--- src/rtl/spi_pkg.sv ---
// Shared types and sizing helpers for the SPI register bank.
// Latency: n/a (declarations only).
// Backpressure: n/a.
package spi_pkg;

    // RW bit value that marks a write frame
    localparam logic RW_WRITE = 1'b1;

    typedef enum logic [1:0] {
        ST_IDLE = 2'd0,
        ST_ADDR = 2'd1,
        ST_DATA = 2'd2,
        ST_DONE = 2'd3
    } state_t;

    // Bits in one frame: RW + address + data
    function automatic int frame_w(input int addr_w, input int data_w);
        return 1 + addr_w + data_w;
    endfunction

    // Bit counter must be able to hold FRAME_W itself
    function automatic int cnt_w(input int addr_w, input int data_w);
        return $clog2(frame_w(addr_w, data_w) + 1);
    endfunction

endpackage

--- src/rtl/spi_sync_edge.sv ---
// Multi-flop synchroniser for one asynchronous input with rise/fall pulses.
// Latency: level after SYNC_STAGES clk, edge pulses in the same cycle as the level change.
// Backpressure: none; input is free-running.
module spi_sync_edge #(
    parameter int   SYNC_STAGES = 2,
    parameter logic RESET_LEVEL = 1'b0
) (
    input  logic clk,
    input  logic rst,
    input  logic din,
    output logic level,
    output logic rise,
    output logic fall
);

    logic [SYNC_STAGES-1:0] sync_q;
    logic                   level_d;

    // Shift the raw input through the synchroniser and remember the previous level
    always_ff @(posedge clk) begin
        if (rst) begin
            sync_q  <= {SYNC_STAGES{RESET_LEVEL}};
            level_d <= RESET_LEVEL;
        end else begin
            sync_q  <= {sync_q[SYNC_STAGES-2:0], din};
            level_d <= sync_q[SYNC_STAGES-1];
        end
    end

    assign level = sync_q[SYNC_STAGES-1];
    assign rise  = level & ~level_d;
    assign fall  = ~level & level_d;

endmodule

--- src/rtl/spi_reg_bank.sv ---
// SPI mode-0 peripheral with a read/write bank of NUM_REGS registers, oversampled in clk.
// Latency: SYNC_STAGES+1 clk from pin to action; write commits one clk after last sclk rise is seen.
// Backpressure: none; the SPI host paces everything, frames are accepted as they arrive.
module spi_reg_bank
    import spi_pkg::*;
#(
    parameter int NUM_REGS    = 5,
    parameter int DATA_W      = 8,
    parameter int ADDR_W      = 7,
    parameter int SYNC_STAGES = 2,
    parameter logic [NUM_REGS*DATA_W-1:0] RESET_VAL = '0
) (
    input  logic                       clk,
    input  logic                       rst,
    input  logic                       sclk,
    input  logic                       COPI,
    input  logic                       cs,
    output logic                       CIPO,
    output logic                       cipo_oe,
    output logic [NUM_REGS*DATA_W-1:0] regs_q,
    output logic                       wr_stb,
    output logic [ADDR_W-1:0]          wr_addr,
    output logic                       addr_err,
    output logic                       frame_abort
);

    localparam int FRAME_W = frame_w(ADDR_W, DATA_W);
    localparam int CNT_W   = cnt_w(ADDR_W, DATA_W);
    localparam int HDR_W   = ADDR_W + 1;
    // Shift register only needs to hold the wider of header and data
    localparam int SH_W    = (HDR_W > DATA_W) ? HDR_W : DATA_W;

    logic sclk_lvl_unused, sclk_rise, sclk_fall;
    logic cs_lvl, cs_rise, cs_fall;
    logic copi_lvl, unused_copi_rise, unused_copi_fall;

    spi_sync_edge #(.SYNC_STAGES(SYNC_STAGES), .RESET_LEVEL(1'b0)) u_sync_sclk (
        .clk(clk), .rst(rst), .din(sclk),
        .level(sclk_lvl_unused), .rise(sclk_rise), .fall(sclk_fall)
    );

    spi_sync_edge #(.SYNC_STAGES(SYNC_STAGES), .RESET_LEVEL(1'b1)) u_sync_cs (
        .clk(clk), .rst(rst), .din(cs),
        .level(cs_lvl), .rise(cs_rise), .fall(cs_fall)
    );

    spi_sync_edge #(.SYNC_STAGES(SYNC_STAGES), .RESET_LEVEL(1'b0)) u_sync_copi (
        .clk(clk), .rst(rst), .din(COPI),
        .level(copi_lvl), .rise(unused_copi_rise), .fall(unused_copi_fall)
    );

    state_t              state, state_nxt;
    logic [CNT_W-1:0]    bit_cnt;
    logic [SH_W-2:0]     shift_q;
    logic [SH_W-1:0]     shift_nxt;
    logic [ADDR_W-1:0]   addr_q;
    logic                rw_q;
    logic                addr_ok_q;
    logic [DATA_W-1:0]   shadow;
    logic [DATA_W-1:0]   regs [NUM_REGS];

    logic                sample, latch_addr, commit, abort, clr_cnt;
    logic [HDR_W-1:0]    hdr;
    logic [ADDR_W-1:0]   hdr_addr;
    logic                hdr_ok;
    logic [DATA_W-1:0]   rd_mux;
    logic                in_data;

    // Incoming bit appended to what has been shifted in so far
    assign shift_nxt = {shift_q, copi_lvl};
    assign hdr       = shift_nxt[HDR_W-1:0];
    assign hdr_addr  = hdr[ADDR_W-1:0];
    assign hdr_ok    = ({1'b0, hdr_addr} < (ADDR_W+1)'(NUM_REGS));
    assign in_data   = (state == ST_DATA) && (state_nxt == ST_DATA);
    assign cipo_oe   = ~cs_lvl;

    // Read mux; an out-of-range address matches nothing and yields zero
    always_comb begin
        rd_mux = '0;
        for (int i = 0; i < NUM_REGS; i++) begin
            if (hdr_addr == ADDR_W'(i)) rd_mux = regs[i];
        end
    end

    // State register
    always_ff @(posedge clk) begin
        if (rst) state <= ST_IDLE;
        else     state <= state_nxt;
    end

    // Next-state and per-cycle control strobes; cs rise beats a coincident last bit
    always_comb begin
        state_nxt  = state;
        sample     = 1'b0;
        latch_addr = 1'b0;
        commit     = 1'b0;
        abort      = 1'b0;
        clr_cnt    = 1'b0;
        if (cs_fall) begin
            state_nxt = ST_ADDR;
            clr_cnt   = 1'b1;
        end else begin
            case (state)
                ST_IDLE: state_nxt = ST_IDLE;
                ST_ADDR: begin
                    if (cs_rise) begin
                        abort     = 1'b1;
                        state_nxt = ST_IDLE;
                    end else if (sclk_rise) begin
                        sample = 1'b1;
                        if (bit_cnt == CNT_W'(HDR_W - 1)) begin
                            latch_addr = 1'b1;
                            state_nxt  = ST_DATA;
                        end
                    end
                end
                ST_DATA: begin
                    if (cs_rise) begin
                        abort     = 1'b1;
                        state_nxt = ST_IDLE;
                    end else if (sclk_rise) begin
                        sample = 1'b1;
                        if (bit_cnt == CNT_W'(FRAME_W - 1)) begin
                            commit    = 1'b1;
                            state_nxt = ST_DONE;
                        end
                    end
                end
                ST_DONE: begin
                    if (cs_rise) state_nxt = ST_IDLE;
                end
                default: state_nxt = ST_IDLE;
            endcase
        end
    end

    // Datapath: bit capture, address latch, read shadow, CIPO and atomic write commit
    always_ff @(posedge clk) begin
        if (rst) begin
            bit_cnt     <= '0;
            shift_q     <= '0;
            addr_q      <= '0;
            rw_q        <= 1'b0;
            addr_ok_q   <= 1'b0;
            shadow      <= '0;
            CIPO        <= 1'b0;
            wr_stb      <= 1'b0;
            wr_addr     <= '0;
            addr_err    <= 1'b0;
            frame_abort <= 1'b0;
            for (int i = 0; i < NUM_REGS; i++) regs[i] <= RESET_VAL[i*DATA_W +: DATA_W];
        end else begin
            wr_stb      <= 1'b0;
            addr_err    <= 1'b0;
            frame_abort <= abort;

            if (clr_cnt)     bit_cnt <= '0;
            else if (sample) bit_cnt <= bit_cnt + 1'b1;

            if (sample) shift_q <= shift_nxt[SH_W-2:0];

            if (latch_addr) begin
                addr_q    <= hdr_addr;
                rw_q      <= hdr[ADDR_W];
                addr_ok_q <= hdr_ok;
                addr_err  <= ~hdr_ok;
                shadow    <= (hdr[ADDR_W] == RW_WRITE) ? '0 : rd_mux;
            end

            // CIPO only carries shadow bits while a read frame is in its data phase
            if (!in_data) begin
                CIPO <= 1'b0;
            end else if (sclk_fall && rw_q != RW_WRITE) begin
                CIPO   <= shadow[DATA_W-1];
                shadow <= shadow << 1;
            end

            if (commit && rw_q == RW_WRITE && addr_ok_q) begin
                for (int i = 0; i < NUM_REGS; i++) begin
                    if (addr_q == ADDR_W'(i)) regs[i] <= shift_nxt[DATA_W-1:0];
                end
                wr_stb  <= 1'b1;
                wr_addr <= addr_q;
            end
        end
    end

    for (genvar g = 0; g < NUM_REGS; g++) begin : g_regs_q
        assign regs_q[g*DATA_W +: DATA_W] = regs[g];
    end

endmodule

--- config.mk ---
export PLATFORM = sky130hd
export DESIGN_NAME = spi_reg_bank
export DESIGN_NICKNAME = d
export VERILOG_FILES = /design/src/rtl/spi_pkg.sv /design/src/rtl/spi_sync_edge.sv /design/src/rtl/spi_reg_bank.sv
export SDC_FILE = /design/constraint.sdc
export NUM_CORES = 1
export LEC_CHECK = 0
export CAP_MARGIN = 20
export CORE_ASPECT_RATIO = 1.5
export CORE_UTILIZATION = 27
export CTS_CLUSTER_DIAMETER = 120
export DETAILED_ROUTE_END_ITERATION = 8
export DONT_BUFFER_PORTS = 1
export PLACE_DENSITY_LB_ADDON = 0.05
export RECOVER_POWER = 100
export SLEW_MARGIN = 20
export SYNTH_ARGS = -nofsm -noshare
export SYNTH_HDL_FRONTEND = slang
export SYNTH_SLANG_ARGS = --single-unit
--- constraint.sdc ---
create_clock -name clk -period 3.4 [get_ports clk]
set_clock_uncertainty 0.1 [all_clocks]
set_input_delay 0.17 -clock clk [delete_from_list [all_inputs] [get_ports clk]]
set_output_delay 0.17 -clock clk [all_outputs]
set_load 0.02 [all_outputs]
[Word level (Yosys, flattened, before mapping)]
Memory sizes are Yosys's and may differ from the RTL's.
Cells that the tools add are included.
Word-level totals
  register bits after elaboration: 50
  bits in writable memories: 40
  input bits: 5
  output and inout bits: 52
  word-level logic and storage cells: 126
  memories: 1
Memory list
  regs: words 5, bits a word 8, read ports 5, clocked after Yosys merged registers in 0, wr ports 5, RTL line spi_reg_bank.sv:60  | logic [DATA_W-1:0] regs [NUM_REGS];
Cells by class
  add/sub/neg operators: 1
  magnitude comparators: 1
  eq/ne operators: 14
  multiplexer cells: 62
  bitwise logic cells: 18
  reduce and logical (&&, ||, !) cells: 12
Operators by type and width (count)
  8-bit 2-to-1 mux: 14
  1-bit 2-to-1 mux: 39
  7-bit by 2-bit == test with 1-bit output (second input constant): 4
  2-bit 2-to-1 mux: 8
  7-bit by 1-bit == test with 1-bit output (second input constant): 2
  7-bit by 3-bit == test with 1-bit output (second input constant): 2
  7-bit logical NOT: 2
  1-bit NOT: 9
  2-bit case mux with 4 select lines: 1
  2-bit OR reduction: 4
  7-bit by 3-bit < comparator with 1-bit output (second input constant): 1
  2-bit == test (second input constant): 3
  5-bit by 1-bit adder with 5-bit output (second input constant): 1
  5-bit by 3-bit == test with 1-bit output (second input constant): 1
  5-bit by 4-bit == test with 1-bit output (second input constant): 1
  1-bit bitwise OR: 5
  1-bit bitwise AND: 4
  1-bit logical AND: 4
  3-bit OR reduction: 1
  2-bit by 1-bit == test with 1-bit output (second input constant): 1
  2-bit logical NOT: 1

[Longest topological paths before layout]
Gate-level depths: netlist of run 1.
  depth after elaboration: 12
  mapped depth: 9
  gate-level depth less buffers: 7

[Modules after synthesis]
A second synthesis of run 1 with hierarchy kept.
Second synthesis, totals
  cell total of the unflattened synthesis: 339
  area total of the unflattened synthesis: 3975.1 um2
Modules (own cells, without submodules)
  spi_reg_bank: times used 1, cells each 315, area each 3699.8 um2, sequential area each 2042.0 um2
  spi_sync_edge (u_sync_copi ...): times used 2, cells each 8, area each 91.3 um2, sequential area each 60.1 um2
  spi_sync_edge (u_sync_cs): times used 1, cells each 8, area each 92.6 um2, sequential area each 60.1 um2

[Worst setup path after synthesis of run 1]
No wires, ideal clock.
  kind: register to register
  start point: register bit_cnt[0]
  end point: memory regs[1][2] (netlist: regs[0][10]) (enable)
  setup time: 0.398 ns
  data arrival time: 2.503 ns
  data required time: 2.902 ns
  slack: 0.400 ns
  cell stages (with the launch flop): 7
  buffers on the path: 0
  clock period less this slack: 3.000 ns
  cell sequence: dfxtp_1 > ha_1 > and3_1 > ha_1 > nand4_1 > or4_1 > o41ai_1
RTL lines
  start, declared: RTL line spi_reg_bank.sv:53  | logic [CNT_W-1:0] bit_cnt;
  start signal, assigned: RTL line spi_reg_bank.sv:158  | else if (sample) bit_cnt <= bit_cnt + 1'b1;
  end, declared: RTL line spi_reg_bank.sv:60

==> metrics.md, run 1 <==
| Metric | Value |
|---|---|
| Syn_area_per_cell | `12.03 sq um` |
| Clk buf depth | `2` |
| DRC errors left | `0` |
| Critical Path Most Common Cell | `ha_1` |
| Synth unique cells | `a little over 50` |
| F_max | `0.3371 GHz` |
| Hold WC Path Type | `in2reg` |
| Die area | `14020 sq um` |
| Synth area leaders | `edfxtp_1, dfxtp_1, mux4_2, nand2_1, a21oi_1` |
| Yosys Warn Count | `0` |
| Commonest non-fill, non-tap cell in the layout | `dfxtp_1` |
| CP max stage cell | `or4_1` |
| Clk_lat worst skew | `roughly 0.34 ns` |
| Area share of the largest cell type after synthesis | `32.85%` |
| CP peak stage delay | `0.69 ns` |
| Multi-input logic area | `about 1300 sq um` |
| Worst Path Required | `3.27 ns` |
| Total GRT Usage | `15.01%` |
| FF/Latch Area | `roughly 2200 sq um` |
| Status | `finished clean` |
| CP Data Arrival Time | `approximately 2.8 ns` |
| # IOs | `57` |
| Max-slew violation count | `0` |
| Area growth from synthesis to layout | `15.47%` |
| Num rows | `51` |
| Hold Buf Count CTS | `4` |
| DRT Wirelength | `roughly 10 mm` |
| Post-CTS setup buffers | `0` |
| Global-route wire length before repair | `15.51 mm` |
| Global route overflow | `0` |
| Total CTS buffers | `9` |
| Filler cell count | `1327` |
| RSZ-0062 raised after global routing | `no` |
| Post-layout util | `32.27%` |
| Type of the worst setup path | `reg2reg` |
| Cell accounting for the most synthesized area | `edfxtp_1` |
| Iter 0 DRT Violations | `115` |
| CTS Root Buffer Type | `clkbuf_16` |
| Final worst-path cycle share | `87.25%` |
| Crit end category | `flip-flop` |
| Final setup vio count | `0` |
| Synthesized area | `about 3700 sq um` |
| Period minus WS final | `between 2 and 3 ns` |
| Slack of the critical path | `0.4336 ns` |
| Number of synthesized register bits | `90` |
| Total power draw | `2.522 mW` |
| Post-CTS sizing | `0` |
| Initial Util | `between 20% and 30%` |
| Final hold vios | `0` |
| Input/output buffers | `0` |
| Cells after Synth | `304` |
| Pre-CTS WS | `0.7148 ns` |
| Die width | `between 90 and 100 um` |
| H-tree levels | `3` |
| Core area | `13080 sq um` |
| CTS clk-pin slew, worst paths | `0.07 ns` |
| Final setup TNS | `0 ns` |
| Asr flop ratio synth | `0%` |
| Commonest cells after routing, fill and taps aside | `dfxtp_1, edfxtp_1, nand2_1` |
| CP bufs+invs | `1` |
| Register area share after synthesis | `60.23%` |
| CP max FO | `8` |
| Vias in the first global route | `2524` |
| Hold slack | `roughly 0.027 ns` |
| Dpl hpwl | `7.281 mm` |
| Vias per inst | `about 5.0` |
| Worst-Margin Slew | `0.7672 ns` |
| Most used DFF post-synth | `dfxtp_1` |
| Net Count, Synth | `~320` |
| Drt wl/cell | `21.08 um` |
| Critical path cell sequence | `ha_1 -> and3_1 -> ha_1 -> nand4_1 -> or4_1 -> o31ai_2 -> clkbuf_1` |
| Leak | `~1.4 nW` |
| CP startpoint kind | `flip-flop` |
| # diodes | `0` |
| Layout cell share with drive strength beyond 1 | `between 10 and 15%` |
| VDD IR max | `0.2867 mV` |
| Via Count | `approximately 2400` |
| CP top delay family | `simple AND/OR/NAND/NOR gates` |
| Antenna viol nets, final | `0` |
| Slew margin rel. | `48.78%` |
| Largest net degree at the start of global routing | `44` |
| Die height | `144.5 um` |
| Final nets | `roughly 320` |
| Number of synthesized flops with an enable pin | `40` |
| Initial antenna violation count | `0` |
| Clock sinks | `90` |
| DR pass1 iterations | `4` |
| CTS tree | `built` |
| Power Density | `597.3 nW/um^2` |
| RD Place Congestion | `roughly 0.76` |
| Max-Cap Viols | `0` |
## state kept, by name (all words and copies together) (netlist names)
name                 flops
CIPO                     1
addr_err                 1
addr_ok_q                1
addr_q                   7
bit_cnt                  5
frame_abort              1
regs                    40
rw_q                     1
shadow                   8
shift_q                  7
state                    2
u_sync_copi.sync_q       2
u_sync_cs.level_d        1
u_sync_cs.sync_q         2
u_sync_sclk.level_d      1
u_sync_sclk.sync_q       2
wr_addr                  7
wr_stb                   1
## cell families (layout without fill, tap and decap cells)
family	after synthesis	count (layout)	synth area share [%]
AOI/OAI and AO/OA	42	42	8.282
xor gates and xnor gates	3	3	0.7188
adders and majority gates	6	6	2.053
buffers and inverters	23	36	2.703
DFF	90	90	60.23
muxes	17	17	7.426
and+or+nand+nor	123	123	18.58
## path summary, 6_finish.rpt
| kind | startpoint | end | slack (ns) | cells past startpoint |
|---|---|---|---|---|
| max | bit_cnt[0]$_SDFFE_PP0P_ | regs[0][6]$_DFFE_PP_ | 0.43 | 7 |
| min | rst | u_sync_sclk.level_d$_SDFF_PP0_ | 0.03 | 2 |
| max reg2reg | bit_cnt[0]$_SDFFE_PP0P_ | regs[0][6]$_DFFE_PP_ | 0.43 | 7 |
| min reg2reg | u_sync_cs.sync_q[0]$_SDFF_PP1_ | u_sync_cs.sync_q[1]$_SDFF_PP1_ | 0.31 | 1 |
## per-stage QoR
step / cells / instance area, sq um
final: 476 / 4222
after detailed placement: 456 / 3862
after floorplan: 304 / 3656
after CTS: 476 / 4284
after global placement: 456 / 3862
after global routing: 476 / 4222
## cell type report
class,instances,share of cell area [%]
clock buffer,9,5.335
clock inverter,7,3.468
inverter,7,0.6224
multi-input combinational,191,31.54
sequential,90,52.16
tap,159,4.713
timing repair buffer,13,2.164
## power by group
part / leakage (nW) / switching (mW) / internal (mW)
registers: 0.784 / 0.0560 / 1.16
clock network: 0.181 / 0.445 / 0.801
logic: 0.460 / 0.0370 / 0.0253
## synthesized netlist by cell type (all sizes together), types with 3 or more instances
cell type / n
a21oi: 19
a22oi: 6
a311oi: 7
a31o: 3
and2: 9
and4: 3
buf: 4
clkbuf: 12
dfxtp: 50
edfxtp: 40
ha: 6
inv: 7
mux2i: 8
mux4: 8
nand2: 34
nand3: 14
nand4: 4
nor2: 22
nor2b: 8
nor3: 8
or2: 3
or4: 5
## routing by layer
| layer | track usage (%) | wire length (um) |
|---|---|---|
| met1 | 15.88 | 3895 |
| met2 | 27.87 | 5346 |
| met3 | 4.205 | 542 |
| met4 | 6.284 | 250 |
| met5 | 0 | 0 |
Note: power is estimated with default switching activity, not from simulation.
==> inputs of run 2 (changes only) <==
Settings changed: ABC_AREA set to 1, CORE_UTILIZATION 27 to 41.
==> run 2 against run 1 <==
  * Non-clock buffer count fell by 3
  * Sequential power barely moved
  * Global-route usage increased by 5.9 points
  * Sequential share of layout area is 0.81 points lower
  * Fmax is 10% higher
  * Highest routed layer unchanged
  * Combinational power rose by 35%
==> metrics.md, run 2 <==
| Metric | Value |
|---|---|
| CTS Root Buffer Type | `clkbuf_16` |
| Die height | `120.9 um` |
| Total power draw | `2.282 mW` |
| Number of synthesized register bits | `90` |
| Critical path origin | `bit_cnt[0]$_SDFFE_PP0P_` |
| Vias per inst | `5.030` |
| CTS tree | `built` |
| RSZ-0062 raised after global routing | `no` |
| Cells after Synth | `434` |
| Global route overflow | `0` |
| Largest net degree at the start of global routing | `38` |
| Post-synth top cells | `nand2_1, nor2_1, dfxtp_1` |
| CP Data Arrival Time | `2.58 ns` |
| RD Place Congestion | `between 0.7 and 0.8` |
| Period minus WS final | `roughly 2.7 ns` |
| Clk_lat worst skew | `0.34 ns` |
| Clk buf depth | `2` |
| Flop2flop setup slack | `0.71 ns` |
| Area share of the largest cell type after synthesis | `~31%` |
| CP max FO | `8` |
| # IOs | `between 50 and 60` |
| Initial antenna violation count | `0` |
| Commonest cells after routing, fill and taps aside | `nor2_1, nand2_1, dfxtp_1` |
| Slew margin rel. | `45.35%` |
| CP startpoint kind | `flip-flop` |
| Total CTS buffers | `9` |
| Total GRT Usage | `20.87%` |
| Largest register FFs | `40` |
| Layout cell share with drive strength beyond 1 | `9.556%` |
| Commonest non-fill, non-tap cell in the layout | `nor2_1` |
| Die area | `9830 sq um` |
| Top flop regs | `regs x40, shadow x8` |
| Worst Hold Path EP | `u_sync_cs.level_d$_SDFF_PP1_` |
| Area growth from synthesis to layout | `10.91%` |
| Via Count | `~2800` |
| Post-Synth XOR/XNOR Area | `0%` |
| Hold path start | `rst` |
| Final setup TNS | `0 ns` |
| Compound-Gate Fraction of Synth Area | `10.71%` |
| Multi-input logic area | `1384 sq um` |
| Critical path cell sequence | `ha_1 -> nand2_1 -> nor2_1 -> ha_1 -> nand2_1 -> inv_1 -> nand2_1 -> nor2_1 -> nand3_2 -> nor2_1 -> nand4_1 -> o21ai_0 -> clkbuf_1` |
| Global-route wire length before repair | `14.46 mm` |
| DRC errors left | `0` |
| Post-layout util | `between 40 and 50%` |
| F_max | `0.3713 GHz` |
| Final nets | `456` |
| Synth area leaders | `edfxtp_1, dfxtp_1, nand2_1, nor2_1, a21oi_1` |
| Initial Util | `42.02%` |
| DRT Wirelength | `9.400 mm` |
| FF/Latch Area | `2202 sq um` |
| Hold Path Depth | `3` |
| Post-CTS sizing | `0` |
| Synth Area in Adders | `1.942%` |
| Synthesized area | `3866 sq um` |
| Register area share after synthesis | `56.96%` |
| Leak | `~1.7 nW` |
| # diodes | `0` |
| Input/output buffers | `0` |
| Cell accounting for the most synthesized area | `edfxtp_1` |
| Syn_area_per_cell | `approximately 8.9 sq um` |
| Antenna viol nets, final | `0` |
| Net Count, Synth | `445` |
| Final setup vio count | `0` |
| Drt wl/cell | `16.73 um` |
| Yosys Warn Count | `0` |
| Worst-Margin Slew | `0.8177 ns` |
| Asr flop ratio synth | `0%` |
| Final hold vios | `0` |
| Final worst-path cycle share | `79.22%` |
| CP peak stage delay | `0.41 ns` |
| Number of synthesized flops with an enable pin | `40` |
| Crit end category | `flip-flop` |
| Max-Cap Viols | `0` |
| CTS clk-pin slew, worst paths | `0.06 ns` |
| Clock sinks | `90` |
| Max-slew violation count | `0` |
| Vias in the first global route | `roughly 2700` |
| CP max stage cell | `clkbuf_1` |
| Hold WC Path Type | `in2reg` |
| H-tree levels | `3` |
| Core area | `roughly 9000 sq um` |
| Largest Register | `regs` |
| VDD IR max | `0.3347 mV` |
| RR Endpoint | `regs[0][20]$_DFFE_PP_` |
| Iter 0 DRT Violations | `244` |
| Worst Path Required | `3.28 ns` |
| Portion of netlist area occupied by mux cells | `less than 1%` |
| Cells on worst reg2reg path | `13` |
| Worst reg2reg startpoint | `bit_cnt[0]$_SDFFE_PP0P_` |
| Largest family of logic cells by synthesized area | `simple AND/OR/NAND/NOR gates` |
| Most used DFF post-synth | `dfxtp_1` |
| Most frequent cell after synthesis | `nand2_1` |
| Synth unique cells | `35` |
| Simple-gate share of the synthesized area | `about a quarter` |
| Type of the worst setup path | `reg2reg` |
| Dpl hpwl | `7.033 mm` |
| Die width | `between 80 and 90 um` |
| Status | `finished clean` |
| Filler cell count | `about 940` |
| DR pass1 iterations | `4` |
| Power Density | `532.2 nW/um^2` |
| Num rows | `43` |
run 2: layer usage:
metal,GRT usage (%),up-vias,wire [um]
met1,22.56,1295,3716
met4,8.259,0,150
met2,37.50,77,5054
met3,5.414,9,479
li1,-,1446,-
met5,0,-,0
run 2: power by group:
part | total, mW | switching (mW) | internal, mW
clock network | 0.985 | 0.399 | 0.586
logic | 0.0841 | 0.0596 | 0.0245
registers | 1.21 | 0.0539 | 1.16
run 2: final cells by class:
cell class / instances / area share, %
clock buffers: 11 / 5.661
clock inverters: 5 / 1.255
inverters: 52 / 4.552
multi-input cells: 282 / 32.27
flip-flops and latches: 90 / 51.36
well taps: 112 / 3.268
repair buffers: 10 / 1.634
run 2: worst max-delay path by stage:
| stage | depth (start not counted) | end |
|---|---|---|
| 6_report | 13 | regs[0][20]$_DFFE_PP_ |
| 5_1_grt | 13 | regs[0][20]$_DFFE_PP_ |
| 4_1_cts | 13 | regs[0][11]$_DFFE_PP_ |
| 3_5_place_dp | 13 | regs[0][12]$_DFFE_PP_ |
| 3_3_place_gp | 13 | regs[0][10]$_DFFE_PP_ |
| 2_1_floorplan | 12 | regs[0][10]$_DFFE_PP_ |
run 2: cell families (layout without fill, tap and decap cells):
family          after synthesis  after routing
simple gates                196            196
flops                        90             90
compound gates               79             79
buf+inv                      62             78
fa+ha+maj                     6              6
mux                           1              1
run 2: metrics by stage:
stage	hold slack (ns)	setup WS, ns	area, sq um	std cells
2_1_floorplan	0.1488	0.8282	3866	434
3_5_place_dp	0.1444	1.026	3998	542
5_1_grt	0.1356	0.3934	4288	562
3_3_place_gp	0.1432	1.089	3998	542
4_1_cts	0.1256	1.002	4334	562
6_report	0.1223	0.7066	4288	562
run 2: critical path: cells and delay by family (launching register included):
kind                       cells  cell delay, ns
buffers and inverters          2            0.46
AOI/OAI and AO/OA              1            0.18
and+or+nand+nor                8            0.88
DFF                            1            0.38
adders and majority gates      2            0.33
run 2: repair_timing:
| item | 4_1_cts | 5_1_grt |
|---|---|---|
| hold endpoints to repair | 17 | 0 |
| hold buffers | 4 | 0 |
| buffers inserted | 0 | 0 |
==> inputs of run 3 (changes only) <==
Settings changed: ABC_AREA 1 to 0.
Clock period 3.4 ns to 2.17 ns, I/O delays scaled along.
==> run 3 against run 2 <==
  * The flow now finishes with violations (setup timing)
  * Critical path type unchanged
  * Setup slack worse by 0.93 ns
  * Cell count decreased by 18%
  * Sequential share of layout area decreased by 3.2 points
  * Highest routed layer unchanged
  * Critical path depth shrank 9
  * Via count decreased by 12%
  * First-iteration DRC count decreased by 43%
==> metrics.md, run 3 (synthesized netlist as in run 1, its figures left out) <==
| Metric | Value |
|---|---|
| Dpl hpwl | `between 6 and 7 mm` |
| RD Place Congestion | `0.7682` |
| FF/Latch Area | `2208 sq um` |
| Clock sinks | `90` |
| Clk_lat worst skew | `between 0.3 and 0.4 ns` |
| Final setup vio count | `87` |
| DRT Wirelength | `8.883 mm` |
| Global route overflow | `0` |
| Hold path start | `cs` |
| Period minus WS final | `2.392 ns` |
| Hold WC Path Type | `in2reg` |
| Flop2flop setup slack | `-0.22 ns` |
| H-tree levels | `3` |
| VDD IR max | `0.4950 mV` |
| Die area | `9307 sq um` |
| Type of the worst setup path | `reg2reg` |
| Filler cell count | `around 760` |
| Max-slew violation count | `0` |
| CTS Root Buffer Type | `clkbuf_16` |
| # diodes | `0` |
| Commonest non-fill, non-tap cell in the layout | `dfxtp_1` |
| Vias in the first global route | `2650` |
| Initial Util | `42.93%` |
| Via Count | `roughly 2500` |
| CP Data Arrival Time | `2.34 ns` |
| Power Density | `770.3 nW/um^2` |
| Initial antenna violation count | `0` |
| Commonest cells after routing, fill and taps aside | `dfxtp_1, edfxtp_1, buf_4` |
| Hold Path Depth | `2` |
| Worst setup endpoint | `regs[0][13]$_DFFE_PP_` |
| Vias per inst | `5.413` |
| Area growth from synthesis to layout | `25.33%` |
| Status | `complete, but fails checks` |
| Worst-Margin Slew | `0.5091 ns` |
| Clk buf depth | `2` |
| Leak | `1.628 nW` |
| Largest register FFs | `40` |
| Post-layout util | `53.81%` |
| Drt wl/cell | `19.31 um` |
| DRC errors left | `0` |
| CTS tree | `built` |
| Iter 0 DRT Violations | `138` |
| Final hold vios | `0` |
| Final instance area | `around 4600 sq um` |
| F_max | `0.4180 GHz` |
| Pre-CTS WS | `-0.2364 ns` |
| # IOs | `57` |
| Layout cell share with drive strength beyond 1 | `31.16%` |
| Final worst-path cycle share | `110.2%` |
| Worst reg2reg startpoint | `addr_q[3]$_SDFFE_PP0P_` |
| Largest net degree at the start of global routing | `45` |
| CP max FO | `8` |
| DR pass1 iterations | `4` |
| Die height | `117.7 um` |
| Critical path origin | `addr_q[3]$_SDFFE_PP0P_` |
| Max-Cap Viols | `0` |
| Cells on worst reg2reg path | `4` |
| CTS clk-pin slew, worst paths | `0.06 ns` |
| Total GRT Usage | `approximately a fifth` |
| Core area | `approximately 8500 sq um` |
| Num rows | `41` |
| Antenna viol nets, final | `0` |
| Final nets | `359` |
| CP startpoint kind | `flip-flop` |
| Worst Path Required | `2.12 ns` |
| Post-DP Area | `4119 sq um` |
| RSZ-0062 raised after global routing | `yes` |
| Total CTS buffers | `9` |
| Multi-input logic area | `1514 sq um` |
| Global-route wire length before repair | `14.21 mm` |
| Largest Register | `regs` |
| Failing checks | `setup timing` |
| RR Endpoint | `regs[0][13]$_DFFE_PP_` |
| Input/output buffers | `0` |
| Crit end category | `flip-flop` |
| Slew margin rel. | `66.06%` |
| Slack of the critical path | `-0.2221 ns` |
| Top flop regs | `regs x40, shadow x8` |
| Die width | `approximately 80 um` |
-- run 3: per-stage QoR --
stage                     hold slack [ns]  instances  power, mW  TNS (ns)
after detailed placement          0.07851        437      2.037    -15.33
final                              0.3135        460      3.529    -12.52
after CTS                          0.3008        459      3.560    -11.87
after global placement            0.07909        437      2.037    -12.60
after floorplan                    0.1123        304      1.993    -3.278
after global routing               0.3076        460      3.642    -17.95
-- run 3: timing repair --
item                                    CTS  global route
cloned                                    0             0
endpoints found under the hold margin    51             0
pin swaps                                 8             3
gates resized for setup                  20            10
buffers inserted                          1             1
hold buffers                              5             0
endpoints found under the setup margin   87            92
-- run 3: worst max-delay path: stages, from the launching register on --
cell	delay, ns
dfxtp_1	0.30
or4_1	0.52
or4_4	0.60
o41ai_4	0.38
buf_6	0.19
-- run 3: area by class of cell --
class                      count  share of cell area (%)
multi-input combinational    191                   33.04
tap                          107                   2.922
inverter                       7                  0.5735
sequential                    90                   48.20
clock inverter                 5                   1.202
timing repair buffer          49                   8.984
clock buffer                  11                   5.079
-- run 3: worst min-delay path by stage --
stage                                                end  slack [ns]
after detailed placement             state[0]$_SDFF_PP0_        0.08
after floorplan           u_sync_cs.sync_q[0]$_SDFF_PP1_        0.11
after global routing      u_sync_cs.sync_q[0]$_SDFF_PP1_        0.31
after global placement               state[0]$_SDFF_PP0_        0.08
final                     u_sync_cs.sync_q[0]$_SDFF_PP1_        0.31
after CTS                 u_sync_cs.sync_q[0]$_SDFF_PP1_        0.30
-- run 3: per-layer routing --
layer / vias to the layer above / routed length, um / track usage (%)
met5: - / 0 / 0
met3: 14 / 428 / 4.651
met1: 1221 / 3498 / 23.49
li1: 1207 / - / -
met2: 48 / 4730 / 35.61
met4: 0 / 225 / 11.02
-- run 3: where the power goes --
| group | internal, mW | leakage, nW | switching [mW] |
|---|---|---|---|
| Sequential | 1.81 | 0.786 | 0.0835 |
| Combinational | 0.0593 | 0.705 | 0.0676 |
| Clock | 0.888 | 0.137 | 0.617 |
| Total | 2.76 | 1.63 | 0.768 |
